<file path="config.mk">
export PLATFORM = sky130hd
export DESIGN_NAME = ucsbece154_mem_arbiter
export DESIGN_NICKNAME = d
export VERILOG_FILES = /design/src/rtl/ucsbece154_mem_pkg.sv /design/src/rtl/ucsbece154_mem_arbiter.sv
export SDC_FILE = /design/constraint.sdc
export NUM_CORES = 1
export LEC_CHECK = 0
export CORE_ASPECT_RATIO = 0.5
export CORE_MARGIN = 2
export CORE_UTILIZATION = 34
export DETAILED_ROUTE_END_ITERATION = 6
export MAX_ROUTING_LAYER = met4
export PLACE_DENSITY_LB_ADDON = 0.12
export SETUP_SLACK_MARGIN = 0.05
export SYNTH_ARGS = -nofsm -noshare
export SYNTH_HDL_FRONTEND = slang
export SYNTH_SLANG_ARGS = --single-unit
</file>
<file path="constraint.sdc">
create_clock -name clk -period 2.1 [get_ports clk]
set_clock_uncertainty 0.15 [all_clocks]
set_input_delay 0.42 -clock clk [delete_from_list [all_inputs] [get_ports clk]]
set_output_delay 0.42 -clock clk [all_outputs]
set_load 0.1 [all_outputs]
</file>
<file path="src/rtl/ucsbece154_mem_pkg.sv">
// Shared memory-arbiter types: FSM state encoding, default burst size.
// Imported by the arbiter and by the system top that instantiates it.
package ucsbece154_mem_pkg;

  localparam int MEM_BLOCK_WORDS = 4;

  typedef enum logic [1:0] {
    IDLE,
    I_READ,
    D_READ,
    D_WRITE
  } memState_t;

endpackage

</file>
<file path="src/rtl/ucsbece154_mem_arbiter.sv">
// Round-robin icache/dcache arbiter in front of one SDRAM port.
// i_*: icache burst read; d_*: dcache burst read / single write;
// ReadRequest/WriteRequest/Address/WriteData/DataIn/DataReady/
// WriteDone: SDRAM side. Async active-low reset.
module ucsbece154_mem_arbiter
  import ucsbece154_mem_pkg::*;
#(
  parameter int BLOCK_WORDS = MEM_BLOCK_WORDS,
  parameter int WIDTH       = 32
) (
  input  logic             clk,
  input  logic             reset,
  input  logic             i_ReadRequest,
  input  logic [WIDTH-1:0] i_ReadAddress,
  output logic [WIDTH-1:0] i_DataIn,
  output logic             i_DataReady,
  input  logic             d_ReadRequest,
  input  logic             d_WriteRequest,
  input  logic [WIDTH-1:0] d_Address,
  input  logic [WIDTH-1:0] d_WriteData,
  output logic [WIDTH-1:0] d_DataIn,
  output logic             d_DataReady,
  output logic             d_WriteDone,
  output logic             ReadRequest,
  output logic             WriteRequest,
  output logic [WIDTH-1:0] Address,
  output logic [WIDTH-1:0] WriteData,
  input  logic [WIDTH-1:0] DataIn,
  input  logic             DataReady,
  input  logic             WriteDone
);

  localparam int CW = $clog2(BLOCK_WORDS);
  localparam logic [CW-1:0] LAST = CW'(BLOCK_WORDS - 1);

  memState_t        state;
  memState_t        stateNext;
  logic [CW-1:0]    beatCnt;
  logic             lastGrant;
  logic [WIDTH-1:0] addrReg;
  logic [WIDTH-1:0] wdataReg;

  logic dReq;
  logic pickD;
  logic pickI;
  logic grant;
  logic inRead;
  logic lastBeat;

  // lastGrant: 1 = dcache was served last, so icache wins a tie
  assign dReq     = d_ReadRequest | d_WriteRequest;
  assign pickD    = dReq & (~i_ReadRequest | ~lastGrant);
  assign pickI    = i_ReadRequest & ~pickD;
  assign grant    = (state == IDLE) & (pickD | pickI);
  assign inRead   = (state == I_READ) | (state == D_READ);
  assign lastBeat = DataReady & (beatCnt == LAST);

  always_ff @(posedge clk or negedge reset) begin
    if (!reset) begin
      state <= IDLE;
    end else begin
      state <= stateNext;
    end
  end

  always_comb begin
    stateNext = state;
    unique case (state)
      IDLE: begin
        if (pickD) begin
          stateNext = d_WriteRequest ? D_WRITE : D_READ;
        end else if (pickI) begin
          stateNext = I_READ;
        end
      end
      I_READ, D_READ: begin
        if (lastBeat) stateNext = IDLE;
      end
      D_WRITE: begin
        if (WriteDone) stateNext = IDLE;
      end
      default: stateNext = IDLE;
    endcase
  end

  always_ff @(posedge clk or negedge reset) begin
    if (!reset) begin
      beatCnt   <= '0;
      lastGrant <= 1'b1;
      addrReg   <= '0;
      wdataReg  <= '0;
    end else if (grant) begin
      beatCnt   <= '0;
      lastGrant <= pickD;
      addrReg   <= pickD ? d_Address : i_ReadAddress;
      if (pickD & d_WriteRequest) wdataReg <= d_WriteData;
    end else if (inRead & DataReady) begin
      beatCnt <= beatCnt + 1'b1;
    end
  end

  always_comb begin
    ReadRequest  = inRead;
    WriteRequest = (state == D_WRITE);
    Address      = addrReg;
    WriteData    = wdataReg;
    i_DataReady  = DataReady & (state == I_READ);
    d_DataReady  = DataReady & (state == D_READ);
    d_WriteDone  = WriteDone & (state == D_WRITE);
    // data forwarding is combinational; hold it at 0 during reset
    i_DataIn     = reset ? DataIn : '0;
    d_DataIn     = reset ? DataIn : '0;
  end

endmodule

</file>
# == After elaboration in Yosys (flattened, before gate mapping) ==
# Cells that the tools add are included.
# classes
addsub,1
n_eq_ne,7
mux,10
n_bitwise,16
n_reduce_logical,5
# op_table
cell,count
$mux 32,2
$mux 2,6
$and 1x1->1,9
$eq 2x2->1 const B,3
$pmux 2 s3,1
$or 1x1->1,4
$ne 3x3->1 const B,1
$not 1->1,3
$reduce_and 3->1,1
$add 2x1->2 const B,1
$eq 2x1->1 const B,1
$logic_not 2->1,1
$ne 2x1->1 const B,1
$ne 2x2->1 const B,1
$reduce_and 2->1,1
$reduce_bool 2->1,1
$reduce_or 2->1,1
$mux 1,1
# totals
ff_bits,69
inputBits,135
out_inout_bits,133
wordCells,44

# == Depth between registers and ports, before layout ==
# depth
depth_word,8
depth_mapped,7
ltp_nobuf,5

# == Worst setup path before layout ==
# OpenSTA, ideal clock, no wires.
# synth_timing
path_type,register to output
startpoint,register state[0]
endpoint,output port d_WriteDone
arrival_time_ns,2.042
required_time_ns,1.530
slack_ns,-0.512
stages_incl_launch_ff,3
n_path_buf,0
path_cell_list,dfrtp_1 ha_1 and2_1
# synth_between
elab_chain_len,2
# synth_lines
item,line,source
"start, declared",ucsbece154_mem_arbiter.sv:36,memState_t state;
"start signal, assigned",ucsbece154_mem_arbiter.sv:62,state <= stateNext;
$eq 2x2->1,-,
named net WriteRequest,ucsbece154_mem_arbiter.sv:25,"output logic WriteRequest,"
$and 1x1->1,ucsbece154_mem_arbiter.sv:109,d_WriteDone = WriteDone & (state == D_WRITE);
"end, declared",ucsbece154_mem_arbiter.sv:23,"output logic d_WriteDone,"
# The timed path passes the listed nets, and every way through them passes these cells.

# == Final worst setup path ==
# layout_timing
startpoint,input port DataReady
endpoint,output port i_DataReady
# layout_between
elab_chain_len,1
# layout_lines
item,line,source
"start, declared",ucsbece154_mem_arbiter.sv:29,"input logic DataReady,"
$and 1x1->1,ucsbece154_mem_arbiter.sv:107,i_DataReady = DataReady & (state == I_READ);
"end, declared",ucsbece154_mem_arbiter.sv:16,"output logic i_DataReady,"
# No other way between the ends.

==> impl_metrics.json <==
{
  "grt_pass1_vias": 2968,
  "syn-cell-area_um2": 3490,
  "r2r_start": "state[0]$_DFFE_PN0P_",
  "dieHeight_um": 75.7,
  "dpl.hpwl_mm": 8.82,
  "synth_top_area_share_pct": 48.7,
  "most-common-layout-cells": "clkdlybuf4s50_1, buf_12, buf_4",
  "wl_per_cell_um": 15.0,
  "clk_pin_slew_ns": 0.05,
  "fin_crit_sh_pct": 93.1,
  "initial_core_util_pct": 34.6,
  "drv_cap": 0,
  "cts.sinks": 69,
  "synth_area_leader_cell": "dfrtp_1",
  "place_inst": 683,
  "outcome": "finished clean",
  "synth_ff_type": "dfrtp_1",
  "cts_tree": "yes",
  "path_cells": "clkdlybuf4s50_1, and2_1, buf_12",
  "globalplace.congestion": 0.783,
  "antenna_found_initial": 0,
  "dieArea_um2": 11100,
  "core_area_um2": 10100,
  "busiest_layer": "met2",
  "drive_above_1_share_pct": 40.2,
  "syn_area_per_cell_um2": 11.3,
  "final_common_cell": "clkdlybuf4s50_1",
  "drv_slew": 0,
  "use_met3_pct": 4.19,
  "cts_made_buffers": 9,
  "grt_overflow": 0,
  "wl_mm": 10.6,
  "crit_type": "input port to output port",
  "grt_max_degree": 43,
  "clk_latency_ns": 0.31,
  "synth.yosys.warnings": 0,
  "regToRegEndpoint": "WriteData[12]$_DFFE_PN0P_",
  "cts.repair.resized": 0,
  "r2r_setup_slack_ns": 0.17,
  "dr.pass1.iters": 4,
  "hold_violations": 0,
  "clockBufferDepth": 2,
  "grt_usage_pct": 19.1,
  "clockRootBuffer": "clkbuf_16",
  "grt_pass1_wl_mm": 16.0,
  "synth_edf_count": 0,
  "dr.first_iter.drc_count": 75,
  "crit_required_ns": 1.53,
  "async_flop_share_pct": 100,
  "io_buffer_count": 267,
  "syn_inst": 309,
  "max_freq_mhz": 512,
  "num_vias": 3066,
  "synthesis.nets": 450,
  "num_rows": 26,
  "vias_per_cell": 4.36,
  "ys_ff_latch": 69,
  "post_cts_buffers": 0,
  "stdcell_count": 704,
  "critical_path_arrival_ns": 1.38,
  "cpMaxStageDelayCell": "clkdlybuf4s50_1",
  "critPathMaxFanout": 5,
  "ioPinCount": 268,
  "slowest_delay_ns": 0.57,
  "diodes": 0,
  "htreeDepth": 3,
  "area_delta_synth_final_pct": 105,
  "yosysSeqAreaShare_pct": 49.5,
  "slew_headroom_pct": 66.0,
  "synth_cell_types": 24,
  "met2_usage_pct": 34.9,
  "fin_nets": 700,
  "synthTopCellsByArea": "dfrtp_1, mux2i_1, mux2_2",
  "tightestPinTransition_ns": 0.511,
  "hold_class": "input port to asynchronous set/reset pin",
  "rsz0062_at_grt": "no",
  "setup_viol": 0,
  "worstSetupEndpointType": "output port",
  "met1_usage_pct": 22.3,
  "layout_min_cycle_time_ns": 1.95,
  "start_kind": "input port",
  "ff2ff_path_depth": 6,
  "die_w_um": 147,
  "setup_tns_ns": 0,
  "antenna_left": 0,
  "route.detailed.drc": 0
}
## worst max-delay path by stage
| stage | start | endpoint | slack (ns) |
|---|---|---|---|
| 3_3_place_gp | d_WriteRequest | WriteData[13]$_DFFE_PN0P_ | 0.01 |
| 4_1_cts | DataReady | i_DataReady | 0.14 |
| 2_1_floorplan | state[0]$_DFFE_PN0P_ | d_WriteDone | 0.06 |
| 5_1_grt | state[0]$_DFFE_PN0P_ | WriteData[7]$_DFFE_PN0P_ | 0.06 |
| 3_5_place_dp | d_WriteRequest | WriteData[12]$_DFFE_PN0P_ | -0.03 |
| 6_report | DataReady | i_DataReady | 0.15 |
## through the flow
step | utilization [%] | hold slack [ns] | instance area, um2 | setup WS [ns]
3_5_place_dp | 67.6 | 0.103 | 6820 | -0.0325
4_1_cts | 70.8 | 0.274 | 7140 | 0.140
5_1_grt | 70.8 | 0.329 | 7140 | 0.0606
2_1_floorplan | - | -0.0256 | 3570 | 0.0616
6_report | 70.8 | 0.266 | 7140 | 0.146
3_3_place_gp | 67.6 | 0.0976 | 6820 | 0.0141
## cell usage after synthesis, types with 3 or more instances
| cell type | n |
|---|---|
| buf_6 | 3 |
| ha_1 | 6 |
| nand2_1 | 38 |
| inv_1 | 3 |
| buf_2 | 3 |
| buf_4 | 37 |
| mux2_2 | 25 |
| dfrtp_1 | 68 |
| mux2_1 | 7 |
| o21ai_0 | 5 |
| o21ai_1 | 29 |
| mux2i_1 | 34 |
| and2_1 | 36 |
| clkbuf_1 | 5 |
## final cells by class
cell class | instances | area, um2
repair buffers | 287 | 3450
fillers | 735 | 2940
flip-flops and latches | 69 | 1730
well taps | 140 | 175
multi-input cells | 189 | 1510
clock buffers | 12 | 246
clock inverters | 4 | 23.8
inverters | 3 | 11.3
## repair_timing
action	4_1_cts	5_1_grt
endpoints found under the hold margin	13	0
setup endpoints to repair	0	0
hold buffers	5	0
## worst max-delay path: cells and delay by family
family                 cells  cell delay, ns
buffers and inverters      2            0.75
AND/OR/NAND/NOR            1            0.21
## logic make-up after synthesis
family | share of synthesized area, %
AOI/OAI and AO/OA | 6.99
xor gates and xnor gates | 0.251
buffers and inverters | 10.2
adders and majority gates | 2.15
muxes | 20.1
DFF | 49.5
and+or+nand+nor | 10.8
## sequential cells by signal, indices dropped and copies added (netlist names)
| register | cells |
|---|---|
| Address | 32 |
| state | 2 |
| WriteData | 32 |
| beatCnt | 2 |
| lastGrant | 1 |
## routing by layer
metal,vias up,wire [um]
met5,-,0
met4,0,63
met3,4,615
met2,120,5640
met1,1435,4260
li1,1507,-
Power is left out: the tool's default activity adds up to more than one toggle a clock period on the data nets, which glitch-free logic cannot reach.
